$ cat config.mk
export PLATFORM = sky130hd
export DESIGN_NAME = vga_fb_arbiter
export DESIGN_NICKNAME = d
export VERILOG_FILES = /design/src/rtl/vga_fb_pkg.sv /design/src/rtl/fb_starve_wd.sv /design/src/rtl/vga_fb_arbiter.sv
export SDC_FILE = /design/constraint.sdc
export NUM_CORES = 1
export LEC_CHECK = 0
export ABC_AREA = 1
export CORE_MARGIN = 1.5
export CORE_UTILIZATION = 48
export CTS_CLUSTER_SIZE = 16
export DETAILED_ROUTE_END_ITERATION = 6
export PLACE_DENSITY = 0.94
export SYNTH_ARGS = -nofsm -noshare
export SYNTH_HDL_FRONTEND = slang
export SYNTH_HIERARCHICAL = 1
export SYNTH_SLANG_ARGS = --single-unit
$ cat constraint.sdc
create_clock -name clk_i -period 3.5 [get_ports clk_i]
set_clock_uncertainty 0.15 [all_clocks]
set_input_delay 0.7 -clock clk_i [delete_from_list [all_inputs] [get_ports clk_i]]
set_output_delay 0.7 -clock clk_i [all_outputs]
set_load 0.05 [all_outputs]
$ cat src/rtl/vga_fb_pkg.sv
// Shared widths, limits and slot tags for the framebuffer arbiter.
package vga_fb_pkg;

  localparam int FB_ADDR_W       = 15;
  localparam int FB_DATA_W       = 12;
  localparam int FB_STARVE_LIMIT = 1024;

  typedef enum logic [1:0] {
    TAG_NONE    = 2'd0,
    TAG_DISP    = 2'd1,
    TAG_HOST_RD = 2'd2,
    TAG_HOST_WR = 2'd3
  } slot_tag_e;

endpackage

$ cat src/rtl/fb_starve_wd.sv
// Host starvation watchdog: counts consecutive blocked host cycles, raises a sticky flag.
module fb_starve_wd #(
  parameter int LIMIT = 1024
) (
  input  logic clk_i,
  input  logic rst_i,
  input  logic host_valid_i,
  input  logic host_ready_i,
  input  logic starve_clr_i,
  output logic host_starve_o
);

  localparam int CNT_W = $clog2(LIMIT + 1);
  localparam logic [CNT_W-1:0] CNT_MAX = CNT_W'(LIMIT);

  logic [CNT_W-1:0] cnt;
  logic [CNT_W-1:0] cnt_next;
  logic             blocked;

  assign blocked = host_valid_i & ~host_ready_i;

  always_comb begin
    cnt_next = '0;
    if (blocked) begin
      cnt_next = (cnt == CNT_MAX) ? cnt : cnt + CNT_W'(1);
    end
  end

  // Clear wins over a coincident set so the count restarts from zero.
  always_ff @(posedge clk_i) begin
    if (rst_i || starve_clr_i) begin
      cnt           <= '0;
      host_starve_o <= 1'b0;
    end else begin
      cnt <= cnt_next;
      if (cnt_next == CNT_MAX) begin
        host_starve_o <= 1'b1;
      end
    end
  end

endmodule

$ cat src/rtl/vga_fb_arbiter.sv
// Single-port framebuffer arbiter: display fetches take strict priority over host access.
module vga_fb_arbiter
  import vga_fb_pkg::*;
#(
  parameter int ADDR_W       = FB_ADDR_W,
  parameter int DATA_W       = FB_DATA_W,
  parameter int STARVE_LIMIT = FB_STARVE_LIMIT
) (
  input  logic              clk_i,
  input  logic              rst_i,
  input  logic              disp_req_i,
  input  logic [ADDR_W-1:0] disp_addr_i,
  output logic              disp_valid_o,
  output logic [DATA_W-1:0] disp_data_o,
  input  logic              host_valid_i,
  output logic              host_ready_o,
  input  logic              host_we_i,
  input  logic [ADDR_W-1:0] host_addr_i,
  input  logic [DATA_W-1:0] host_wdata_i,
  output logic              host_rvalid_o,
  output logic [DATA_W-1:0] host_rdata_o,
  input  logic              blank_i,
  input  logic              cfg_blank_only_i,
  input  logic              starve_clr_i,
  output logic              host_starve_o,
  output logic              mem_en_o,
  output logic              mem_we_o,
  output logic [ADDR_W-1:0] mem_addr_o,
  output logic [DATA_W-1:0] mem_wdata_o,
  input  logic [DATA_W-1:0] mem_rdata_i
);

  slot_tag_e next_tag;
  slot_tag_e tag_s1;
  slot_tag_e tag_s2;
  logic      host_xfer;

  assign host_ready_o = host_valid_i & ~disp_req_i & (~cfg_blank_only_i | blank_i) & ~rst_i;
  assign host_xfer    = host_valid_i & host_ready_o;

  always_comb begin
    next_tag = TAG_NONE;
    if (disp_req_i) begin
      next_tag = TAG_DISP;
    end else if (host_xfer) begin
      next_tag = host_we_i ? TAG_HOST_WR : TAG_HOST_RD;
    end
  end

  // tag_s1 rides with the RAM command, tag_s2 with the returning read data.
  always_ff @(posedge clk_i) begin
    if (rst_i) begin
      mem_en_o      <= 1'b0;
      mem_we_o      <= 1'b0;
      mem_addr_o    <= '0;
      mem_wdata_o   <= '0;
      tag_s1        <= TAG_NONE;
      tag_s2        <= TAG_NONE;
      disp_valid_o  <= 1'b0;
      disp_data_o   <= '0;
      host_rvalid_o <= 1'b0;
      host_rdata_o  <= '0;
    end else begin
      mem_en_o <= (next_tag != TAG_NONE);
      mem_we_o <= (next_tag == TAG_HOST_WR);
      if (disp_req_i) begin
        mem_addr_o <= disp_addr_i;
      end else if (host_xfer) begin
        mem_addr_o  <= host_addr_i;
        mem_wdata_o <= host_wdata_i;
      end
      tag_s1        <= next_tag;
      tag_s2        <= tag_s1;
      disp_valid_o  <= (tag_s2 == TAG_DISP);
      host_rvalid_o <= (tag_s2 == TAG_HOST_RD);
      if (tag_s2 == TAG_DISP) begin
        disp_data_o <= mem_rdata_i;
      end
      if (tag_s2 == TAG_HOST_RD) begin
        host_rdata_o <= mem_rdata_i;
      end
    end
  end

  fb_starve_wd #(
    .LIMIT(STARVE_LIMIT)
  ) u_starve_wd (
    .clk_i        (clk_i),
    .rst_i        (rst_i),
    .host_valid_i (host_valid_i),
    .host_ready_i (host_ready_o),
    .starve_clr_i (starve_clr_i),
    .host_starve_o(host_starve_o)
  );

endmodule

### Yosys cells after proc, flatten, opt, wreduce, memory -nomap -nowiden

Cells that the tools add are included.

* bits in registers: 71
* bits of input ports: 62
* output and inout port bits: 57

* add/subtract/negate cells: 1
* eq/ne operators: 5
* muxes and demuxes: 7
* bitwise gates (word level): 10
* reduce and logical (&&, ||, !) cells: 4

Operators with widths (count)
* $mux 15: 2
* $eq 11x11->1 const B: 2
* $mux 11: 2
* $add 11x1->11 const B: 1
* $and 1x1->1: 5
* $eq 2x2->1 const B: 2
* $mux 2: 2
* $not 1->1: 4
* $reduce_bool 2->1: 2
* $eq 2x1->1 const B: 1
* $reduce_and 2->1: 1
* $logic_or 1x1->1: 1
* $mux 1: 1
* $or 1x1->1: 1

### Logic depth before layout (Yosys ltp)

* depth after elaboration: 8
* mapped depth: 12
* gate-level depth less buffers: 11

### Cells and area by module

The synthesis kept the hierarchy.

By module, submodules not included
* vga_fb_arbiter: instances 1, cells an instance 358, area an instance 2451.1 um2, seq. area each 1181.1 um2
* fb_starve_wd: instances 1, cells an instance 121, area an instance 750.7 um2, seq. area each 240.2 um2

### Worst setup path after synthesis

No wires, ideal clock.

* path kind: input to register
* start: in rst_i
* end: reg u_starve_wd.host_starve_o
* setup time: 0.066 ns
* arrival: 2.315 ns
* setup slack: 0.968 ns
* cell stages on the path: 12
* cells stage by stage: buf_6 nor2_8 nand3_4 buf_2 inv_1 nor2_1 buf_4 o211ai_1 nand2_1 nor2_2 nand3_1 a21oi_2

* word-level cells in the longest chain between the ends: 6
* elaborated cells on any way between the ends: 7
* classes of those cells: 1 x eq/ne; 1 x mux; 4 x bitwise; 1 x reduce/logical

RTL lines
* start, declared: RTL line vga_fb_arbiter.sv:10 `input logic rst_i,`
* $not 1->1: RTL line vga_fb_arbiter.sv:38 `assign host_ready_o = host_valid_i & ~disp_req_i & (~cfg_blank_only_i | blank_i) & ~rst_i;`
* $and 1x1->1: RTL line vga_fb_arbiter.sv:38
* via host_ready_o: RTL line vga_fb_arbiter.sv:16 `output logic host_ready_o,`
* $not 1->1: RTL line fb_starve_wd.sv:20 `assign blocked = host_valid_i & ~host_ready_i;`
* $and 1x1->1: RTL line fb_starve_wd.sv:20
* $mux 11: RTL line fb_starve_wd.sv:24 `if (blocked) begin`
* $eq 11x11->1: RTL line fb_starve_wd.sv:36 `if (cnt_next == CNT_MAX) begin`
* end signal, assigned: RTL line fb_starve_wd.sv:33 `host_starve_o <= 1'b0;`
* end signal, assigned: RTL line fb_starve_wd.sv:37 `host_starve_o <= 1'b1;`
* end, declared: RTL line fb_starve_wd.sv:10 `output logic host_starve_o`

The timed path passes the listed nets, and every way through them passes these cells.
A chain may end at the register's enable or synchronous reset.

### Worst setup path in the final report

* start: in host_valid_i
* end: out host_ready_o

* word-level cells in the longest chain between the ends: 3

RTL lines
* start, declared: RTL line vga_fb_arbiter.sv:15 `input logic host_valid_i,`
* $and 1x1->1 (3 in a row): RTL line vga_fb_arbiter.sv:38
* end, declared: RTL line vga_fb_arbiter.sv:16

No other way between the ends.

==> impl_metrics.toml <==
[status]
status = "completed"

[setup_path]
crit_path_end_kind = "output pin"
r2r-start = "tag_s2[1]"
rr_worst_depth = 5
criticalPathCategory = "in2out"
r2r_slack_ps = 1610
crit_path_cell_trace = "clkdlybuf4s50_1, inv_1, nor2_8, nand3_4, inv_1, buf_12"
reg2reg_to = "host_rdata_o[8]"
cpMaxStageDelayCell = "clkdlybuf4s50_1"
cp.required_ps = 2650
crit_arrival_ps = 2010
path_common_cell = "inv_1"
worst-path-max-fanout = 27
cp-start-kind = "input pin"
cp_slowest_stage_delay_ps = 480

[power_and_ir_drop]
ir_worst_vdd_mv = 0.255
power_density_mw_per_mm2 = 453
leakage_nw = 2.11

[clocking]
cts_max_level = 3
postCtsSetupBuffers = 0
root_buffer = "clkbuf_8"
cts.sinks = 71
clk_path_buf_depth = 2
cts_tree = "done"
clock_latency_ps = 330
path_clk_slew_ps = 70
holdBufCountCts = 0
numCtsBuffers = 9
ctsResizeCount = 0

[global_routing]
grt_pass1_vias = 3190
grt_max_degree = 52
grt_pass1_wl_mm = 13.7
grt_antenna_before_repair = 0
grt_use_total_pct = 23.6
grt_overflow = 0

[floorplanning]
core-area_sq_mm = 0.00639
rows = 29
initial_utilization_pct = 50.1
die_h_um = 84.7
die_width_um = 84.7
fp.dieArea_sq_mm = 0.00717
ios = 119

[route]
wl_mm = 8.04
wl_per_cell_um = 12.0
vias = 3242
drtIter0Drc = 137
drt_drc_violations_left = 0
viasPerCell = 4.85
drt_pass1_iterations = 4
ant_nets = 0

[yosys]
yosys.area_share.adder_pct = 0.782
yosys.area_share.xor_xnor_pct = 0.547
synth_top_family_by_area = "simple AND/OR/NAND/NOR gates"
synth_edf_count = 0
synthMuxAreaShare_pct = 0
synth_top_area_share_pct = 44.4
syn_inst = 479
synth-seq-area-share_pct = 44.4
syn_nets = 543
synth_seq_cells = 71
synthSimpleGateAreaFrac_pct = 36.3
ys_warn_count = 6
synth_compound_gate_area_share_pct = 7.58
syn_avg_cell_area_sq_um = 6.68
yosysMostFrequentCell = "nor2_1"
synth.area.top_cells = "dfxtp_1 (44%), nor2_1 (14%), nand2_1 (14%), inv_1 (5.9%), nand3_1 (5.0%)"
synth_cell_types = 27
synth_ff_type = "dfxtp_1"
synth.cell_area_sq_mm = 0.00320
synth_common_cells = "nor2_1 (120), nand2_1 (118), dfxtp_1 (71)"
async_flop_share_pct = 0
yosys.area.top_type = "dfxtp_1"

[final_layout]
nets = 651
fillCellCount = 523
layoutNonFillerInstCount = 668
layout-drive-gt1-share_pct = 5.75
n_antenna_cell = 0
area_delta_synth_final_pct = 44.7

[worst_hold_path]
min_to = "tag_s2[1]"
worstHoldStart = "tag_s1[1]"
hp-class = "reg2reg"
holdPathStages = 2

[sta]
rsz0062_at_grt = "no"
tightest_slew_ps = 791
finalCritPeriodShare_pct = 81.7
slew_viol_final = 0
fmax_ghz = 0.350
setup_tns_ps = 0
relSlewSlack_pct = 47.1
fin_crit_ps = 2860
setup_viol = 0
hold_viol_final = 0

[place]
dpl.hpwl_mm = 5.85
numPortBuffers = 118
numPlacedInstances = 653
place.gp.congestion = 0.868

[run]
maxCapViolCount = 0
## state kept, by name (all words and copies together) (netlist names)
signal,count
disp_valid_o,1
host_rdata_o,12
mem_wdata_o,12
u_starve_wd/cnt,11
u_starve_wd/host_starve_o,1
host_rvalid_o,1
mem_en_o,1
disp_data_o,12
tag_s1,2
tag_s2,2
mem_we_o,1
mem_addr_o,15
## per-layer routing
metal  track usage (%)  share of wire (%)  up-vias
li1                  -                  -     1675
met1              26.6                 40     1448
met2              41.7                 51      110
met3              6.78                7.8        9
met4              9.38                1.0        0
met5                 0                  0        -
## critical path, delay by kind of cell
family | cells | cell delay, ps
buffers and inverters | 4 | 930
AND/OR/NAND/NOR | 2 | 370
## logic make-up (layout without fill, tap and decap cells)
family,after synthesis,in the layout
and+or+nand+nor,282,282
buffers and inverters,76,188
AOI/OAI and AO/OA,46,46
adders and majority gates,2,2
xor gates and xnor gates,2,2
DFF,71,71
## through the flow
step / hold slack, ps / cell area, sq um / power (mW) / setup slack, ps / utilization, %
2_1_floorplan: 238 / 3200 / 1.12 / 968 / -
3_5_place_dp: 246 / 4370 / 1.28 / 382 / 68.5
4_1_cts: 256 / 4630 / 2.12 / 640 / 72.5
5_1_grt: 285 / 4630 / 2.19 / 566 / 72.5
3_3_place_gp: 248 / 4370 / 1.27 / 509 / 68.5
6_report: 254 / 4630 / 2.10 / 642 / 72.5
## placed cells by master, fill, tap and decap left out, types with 2 or more instances in the layout
cell type / instances
nand2_2: 3
bufinv_16: 4
inv_2: 2
dfxtp_1: 71
a21oi_1: 17
clkdlybuf4s50_1: 117
nor2_1: 120
buf_4: 3
nor2_2: 3
o21ai_1: 3
inv_1: 50
nand3_1: 32
nand2_1: 118
o21ai_0: 22
ha_1: 2
clkbuf_8: 9
xor2_1: 2
## how the worst max path moves through the flow
stage	from	endpoint	slack (ps)	depth (start not counted)
floorplan	rst_i	u_starve_wd/host_starve_o	970	12
global placement	rst_i	u_starve_wd/host_starve_o	510	10
detailed placement	rst_i	u_starve_wd/host_starve_o	380	10
CTS	host_valid_i	host_ready_o	640	6
global route	host_valid_i	host_ready_o	570	6
finish	host_valid_i	host_ready_o	640	6
## final cells by class
cell class	instances	area (sq um)	share of cell area (%)
clock buffer	9	124	2.67
tap	77	96.3	2.08
timing repair buffer	121	1210	26.2
sequential	71	1420	30.7
clock inverter	6	134	2.89
multi-input combinational	332	1450	31.3
inverter	52	195	4.21
## where the power goes
part	internal, mW	total, mW	switching [mW]
sequential	0.845	0.863	0.0180
clock	0.542	0.841	0.300
combinational	0.159	0.396	0.237
No activity file was read; power rests on OpenSTA's default activity.
